File: config.mk
export PLATFORM = sky130hd
export DESIGN_NAME = i2c_bit_master
export DESIGN_NICKNAME = d
export VERILOG_FILES = /design/src/rtl/i2c_pkg.sv /design/src/rtl/i2c_sync2.sv /design/src/rtl/i2c_bit_master.sv
export SDC_FILE = /design/constraint.sdc
export NUM_CORES = 1
export LEC_CHECK = 0
export BUFFER_PORTS_ARGS = -buffer_cell sky130_fd_sc_hd__clkbuf_2
export CAP_MARGIN = 20
export CORE_MARGIN = 4
export CORE_UTILIZATION = 25
export CTS_BUF_LIST = sky130_fd_sc_hd__clkbuf_8 sky130_fd_sc_hd__clkbuf_16
export DETAILED_ROUTE_END_ITERATION = 16
export PLACE_DENSITY = 0.48
export SLEW_MARGIN = 25
export SYNTH_ARGS = -nofsm -noshare
export SYNTH_HDL_FRONTEND = slang
export SYNTH_SLANG_ARGS = --single-unit
File: constraint.sdc
create_clock -name clk -period 8.1 [get_ports clk]
set_clock_uncertainty 0.05 [all_clocks]
set_input_delay 0.405 -clock clk [delete_from_list [all_inputs] [get_ports clk]]
set_output_delay 0.405 -clock clk [all_outputs]
set_load 0.005 [all_outputs]
File: src/rtl/i2c_pkg.sv
// Shared definitions for the I2C bit master: command codes, FSM states,
// bus phases and the per-phase open-drain line decode.
package i2c_pkg;

  typedef enum logic [1:0] {
    CMD_START = 2'b00,
    CMD_STOP  = 2'b01,
    CMD_WRITE = 2'b10,
    CMD_READ  = 2'b11
  } cmd_e;

  typedef enum logic [2:0] {
    ST_IDLE,
    ST_START,
    ST_STOP,
    ST_WRITE,
    ST_READ
  } state_e;

  typedef logic [1:0] phase_t;

  localparam phase_t PH_A = 2'd0;
  localparam phase_t PH_B = 2'd1;
  localparam phase_t PH_C = 2'd2;
  localparam phase_t PH_D = 2'd3;

  // 1 = pull the line low.
  typedef struct packed {
    logic scl;
    logic sda;
  } oe_t;

  // rep: START entered with the bus already owned, so SCL stays low in phase A.
  function automatic oe_t phase_oe(state_e st, phase_t ph, logic rep, logic wbit);
    oe_t oe;
    oe = '0;
    case (st)
      ST_START: begin
        oe.scl = (ph == PH_A) ? rep : (ph == PH_D);
        oe.sda = (ph == PH_C) || (ph == PH_D);
      end
      ST_STOP: begin
        oe.scl = (ph == PH_A);
        oe.sda = (ph == PH_A) || (ph == PH_B);
      end
      ST_WRITE: begin
        oe.scl = (ph == PH_A) || (ph == PH_D);
        oe.sda = ~wbit;
      end
      ST_READ: begin
        oe.scl = (ph == PH_A) || (ph == PH_D);
        oe.sda = 1'b0;
      end
      default: oe = '0;
    endcase
    return oe;
  endfunction

endpackage

File: src/rtl/i2c_sync2.sv
// Two-flop synchronizer for an asynchronous bus line; resets to the
// released (high) level so an idle bus never looks driven.
module i2c_sync2 (
  input  logic clk,
  input  logic rst_n,
  input  logic d,
  output logic q
);

  logic meta;

  always_ff @(posedge clk or negedge rst_n) begin
    if (!rst_n) begin
      meta <= 1'b1;
      q    <= 1'b1;
    end else begin
      meta <= d;
      q    <= meta;
    end
  end

endmodule

File: src/rtl/i2c_bit_master.sv
// I2C master bit engine: START / STOP / WRITE / READ, four timed phases each.
// Optional macro I2C_CLK_STRETCH_EN honours slave clock stretching in phase B.
module i2c_bit_master
  import i2c_pkg::*;
#(
  parameter int CLK_DIV = 250,
  parameter int DIV_W   = 16
) (
  input  logic       clk,
  input  logic       rst_n,
  input  logic       cmd_valid,
  output logic       cmd_ready,
  input  logic [1:0] cmd,
  input  logic       cmd_wbit,
  output logic       rsp_valid,
  output logic       rsp_rbit,
  output logic       rsp_err,
  output logic       arb_lost,
  output logic       bus_owned,
  input  logic       scl_in,
  input  logic       sda_in,
  output logic       scl_oe,
  output logic       sda_oe
);

  localparam logic [DIV_W-1:0] RELOAD = DIV_W'(CLK_DIV - 1);

  logic scl_s, sda_s;

  i2c_sync2 u_scl_sync (.clk(clk), .rst_n(rst_n), .d(scl_in), .q(scl_s));
  i2c_sync2 u_sda_sync (.clk(clk), .rst_n(rst_n), .d(sda_in), .q(sda_s));

  state_e           state_q, state_d;
  phase_t           phase_q, phase_d;
  logic [DIV_W-1:0] div_q, div_d;
  logic             rep_q, rep_d, wbit_q, wbit_d, rbit_q, rbit_d;
  logic             err_q, err_d, owned_q, owned_d, lost_q, lost_d;
  oe_t              oe_q, oe_d;

  logic busy, div_hold, phase_end, arb_loss, normal_done, done, accept;

  assign busy = (state_q != ST_IDLE);

`ifdef I2C_CLK_STRETCH_EN
  assign div_hold = busy && (phase_q == PH_B) && !scl_s;
`else
  logic scl_unused;
  assign scl_unused = scl_s;
  assign div_hold   = 1'b0;
`endif

  assign phase_end = busy && (div_q == '0) && !div_hold;

  // Another master pulled SDA low where we expect it released.
  assign arb_loss = !sda_s &&
                    (((state_q == ST_START) && (phase_q == PH_B)) ||
                     ((state_q == ST_WRITE) && (phase_q == PH_C) && wbit_q));

  assign normal_done = phase_end && (phase_q == PH_D) && !arb_loss;
  assign done        = normal_done || arb_loss;
  assign cmd_ready   = !busy || done;
  assign accept      = cmd_valid && cmd_ready;

  always_comb begin
    logic owned_base;
    // NOTE: every always_comb output gets a default first, so no path can infer a latch.
    state_d = state_q;
    phase_d = phase_q;
    div_d   = div_q;
    rep_d   = rep_q;
    wbit_d  = wbit_q;
    rbit_d  = rbit_q;
    err_d   = 1'b0;
    lost_d  = lost_q | arb_loss;

    owned_base = owned_q;
    if (arb_loss || (normal_done && (state_q == ST_STOP))) owned_base = 1'b0;
    owned_d = owned_base;

    if (busy) begin
      if (div_hold) begin
        div_d = RELOAD;
      end else if (phase_end) begin
        phase_d = phase_q + 2'd1;
        div_d   = RELOAD;
      end else begin
        div_d = div_q - DIV_W'(1);
      end
    end

    if ((state_q == ST_READ) && (phase_q == PH_C) && phase_end) rbit_d = sda_s;

    if (done) begin
      state_d = ST_IDLE;
      phase_d = PH_A;
      div_d   = RELOAD;
    end

    // A new command may start in the same cycle the previous one completes.
    if (accept) begin
      phase_d = PH_A;
      div_d   = RELOAD;
      wbit_d  = cmd_wbit;
      case (cmd_e'(cmd))
        CMD_START: begin
          state_d = ST_START;
          rep_d   = owned_base;
          owned_d = 1'b1;
          lost_d  = 1'b0;
        end
        CMD_STOP:  if (owned_base) state_d = ST_STOP;  else err_d = 1'b1;
        CMD_WRITE: if (owned_base) state_d = ST_WRITE; else err_d = 1'b1;
        CMD_READ:  if (owned_base) state_d = ST_READ;  else err_d = 1'b1;
        default:   err_d = 1'b1;
      endcase
    end

    oe_d = phase_oe(state_d, phase_d, rep_d, wbit_d);
  end

  // NOTE: sequential state uses non-blocking assignments so all flops update from pre-edge values.
  always_ff @(posedge clk or negedge rst_n) begin
    if (!rst_n) begin
      state_q <= ST_IDLE;
      phase_q <= PH_A;
      div_q   <= RELOAD;
      rep_q   <= 1'b0;
      wbit_q  <= 1'b0;
      rbit_q  <= 1'b0;
      err_q   <= 1'b0;
      owned_q <= 1'b0;
      lost_q  <= 1'b0;
      oe_q    <= '0;
    end else begin
      state_q <= state_d;
      phase_q <= phase_d;
      div_q   <= div_d;
      rep_q   <= rep_d;
      wbit_q  <= wbit_d;
      rbit_q  <= rbit_d;
      err_q   <= err_d;
      owned_q <= owned_d;
      lost_q  <= lost_d;
      oe_q    <= oe_d;
    end
  end

  assign scl_oe    = oe_q.scl;
  assign sda_oe    = oe_q.sda;
  assign bus_owned = owned_q;
  assign arb_lost  = lost_q;
  assign rsp_valid = done || err_q;
  assign rsp_err   = arb_loss || err_q;
  assign rsp_rbit  = normal_done && (state_q == ST_READ) && rbit_q;

endmodule

==> impl_metrics.json <==
{
  "seqCellArea_sq_um": 786,
  "cts_buffers": 5,
  "vias": 1449,
  "cts_tree": "built",
  "die_h_um": 94.4,
  "yosys-top-cells-count": "nor2_1 (26), nand2_1 (24), dfrtp_1 (23), o21ai_0 (12)",
  "leakage_nw": 0.952,
  "fp-row-count": 31,
  "diodes": 0,
  "core_sq_um": 7250,
  "drc": 0,
  "ys_async_sr_fraction_pct": 100,
  "setup_viol_count_final": 0,
  "yosysMostFrequentCell": "nor2_1",
  "insertion_delay_ns": 0.29,
  "power_density_nw_per_um2": 141,
  "synthXorXnorAreaFrac_pct": 3.28,
  "ys_types": 51,
  "die_x_um": 94.4,
  "htreeDepth": 2,
  "syn_inst": 196,
  "grt_max_degree": 32,
  "wl_per_cell_um": 12.7,
  "dr.max_layer_used": "met4",
  "syn-cell-area_sq_um": 1870,
  "status": "finished, final reports clean",
  "drt-total-wl_um": 3960,
  "rrSetupSlack_ns": 4.89,
  "min_path_type": "in2reg",
  "rsz0062_at_grt": "false",
  "dp_hpwl_um": 2870,
  "first_pass_iters": 6,
  "cts_resized": 0,
  "nets": 230,
  "cts_hold_buffers": 0,
  "synthTopCellsByArea": "dfrtp_1 (31%), dfstp_2 (11%), ha_1 (6.0%)",
  "fin_crit_sh_pct": 39.6,
  "ant_nets": 0,
  "drive_gt1_share_pct": 22.0,
  "ir_drop_uv": 56.6,
  "placement.io_buffers": 14,
  "drt_iter0_markers": 48,
  "critPathCaptureType": "register",
  "cts_root_buf": "clkbuf_8",
  "syn_area_per_cell_sq_um": 9.52,
  "multi_input_area_sq_um": 1020,
  "synth-seq-cells": 31,
  "grt_overflow_total": 0,
  "grt_pass1_vias": 1428,
  "synth_top_family_by_area": "simple AND/OR/NAND/NOR gates",
  "worstPathRequired_ns": 8.25,
  "worstSetupPathType": "reg2reg",
  "met3WireLength_um": 104,
  "finalCriticalPeriod_ns": 3.21,
  "drv_slew": 0,
  "fin_cells": 313,
  "cts_setup_buffers": 0,
  "synth_fa_ha_area_share_pct": 6.03,
  "clock-sinks": 31,
  "drt-met1-wl_um": 1930,
  "synth_edf_count": 0,
  "muxShareOfSynthArea_pct": 2.55,
  "synth_nets": 213,
  "yosys_warnings": 0,
  "grtUsageTotal_pct": 10.0,
  "synth_compound_area_share_pct": 14.7,
  "yosys.area.top_type": "dfrtp_1",
  "max_clock_freq_ghz": 0.311,
  "worst-path-max-fanout": 15,
  "drv_cap": 0,
  "area_growth_pct": 14.4,
  "grt_pass1_wl_um": 6990,
  "fill_cells": 765,
  "critPathLaunchType": "register",
  "ios": 16,
  "dieArea_sq_um": 8910,
  "tns_ns": 0,
  "initial_core_util_pct": 25.7,
  "viasPerCell": 4.63,
  "routed-wl-met2_um": 1870,
  "hold_viol": 0,
  "synth_top_flop_cell": "dfrtp_1",
  "tightest_slew_ns": 0.942,
  "synth_top_area_share_pct": 30.8,
  "placed_cells": 305,
  "clockBufferDepth": 2,
  "yosys.area_share.simple_pct": 28.2,
  "max-slew-margin-rel_pct": 37.0,
  "place_congestion": 0.715,
  "clkTransAtPathRegs_ns": 0.07,
  "grt_antenna_before_repair": 0,
  "yosysSeqAreaShare_pct": 42.1,
  "cp.arrival_ns": 3.36
}
-- logic make-up after synthesis --
logic type,after synthesis
adders and majority gates,9
xor gates and xnor gates,7
buffers and inverters,13
DFF,31
and+or+nand+nor,93
muxes,4
AOI/OAI and AO/OA,39
-- worst max-delay path: stages, from the launching register on --
cell and delay, ns:
dfrtp_1 0.49, or3_2 0.58, nor2_1 0.75, a21oi_1 0.14
o21ai_0 0.20, nand2_1 0.12, ha_1 0.27, nor4b_1 0.31
a211oi_1 0.07, o22ai_1 0.14
-- flip-flops by register name, summed over array words and instances (netlist names) --
| register | cells |
|---|---|
| arb_lost | 1 |
| bus_owned | 1 |
| div_q | 16 |
| err_q | 1 |
| phase_q | 2 |
| rbit_q | 1 |
| rep_q | 1 |
| scl_oe | 1 |
| sda_oe | 1 |
| state_q | 3 |
| u_sda_sync.meta | 1 |
| u_sda_sync.q | 1 |
| wbit_q | 1 |
-- final timing paths --
| path | from | end | cells after the start |
|---|---|---|---|
| worst max-delay path | state_q[0]$_DFF_PN0_ | scl_oe$_DFF_PN0_ | 9 |
| worst min-delay path | sda_in | u_sda_sync.meta$_DFF_PN1_ | 1 |
| worst max register to register | state_q[0]$_DFF_PN0_ | scl_oe$_DFF_PN0_ | 9 |
| worst min register to register | u_sda_sync.meta$_DFF_PN1_ | u_sda_sync.q$_DFF_PN1_ | 0 |
| max in group asynchronous | rst_n | sda_oe$_DFF_PN0_ | 1 |
| min in group asynchronous | rst_n | div_q[1]$_DFFE_PN0P_ | 1 |
-- per-layer routing --
| layer | track usage [%] | vias up |
|---|---|---|
| met5 | 0 | - |
| met4 | 3.97 | 0 |
| met3 | 2.87 | 4 |
| met2 | 15.7 | 14 |
| met1 | 13.1 | 701 |
| li1 | - | 730 |
-- metrics by stage --
step | hold WS, ns | setup WS, ns | area (sq um) | util (%) | power (mW)
2_1_floorplan | 0.0594 | 5.24 | 1870 | - | 0.162
3_3_place_gp | 0.298 | 4.87 | 2040 | 28.1 | 0.169
3_5_place_dp | 0.302 | 4.90 | 2040 | 28.1 | 0.169
4_1_cts | 0.140 | 4.87 | 2140 | 29.4 | 0.308
5_1_grt | 0.128 | 4.61 | 2140 | 29.4 | 0.317
6_report | 0.149 | 4.89 | 2140 | 29.4 | 0.302
-- area by class of cell --
cell class,instances,share of cell area (%)
clock buffers,7,4.51
clock inverters,1,0.176
inverters,9,1.58
multi-input cells,152,47.9
flip-flops and latches,31,36.8
well taps,99,5.80
repair buffers,14,3.28
-- cell usage in the layout, fill, tap and decap left out, types with 3 or more instances in the layout --
cell type,count
nand3_1,3
nor4_1,3
clkbuf_2,14
or4_4,3
nand2_1,24
a211oi_1,3
dfstp_2,8
dfrtp_1,23
and3_1,3
ha_1,9
o21ai_0,12
o31ai_1,4
nor3_1,8
nor2_1,26
o21ai_1,3
clkbuf_8,7
nor4b_1,3
inv_1,10
xnor2_1,5
a21oi_1,7
-- report_power, final --
group          switching (mW)  internal, mW
clock network          0.0605        0.0763
logic                 0.00523       0.00191
registers             0.00117         0.157
No activity file was read; power rests on OpenSTA's default activity.
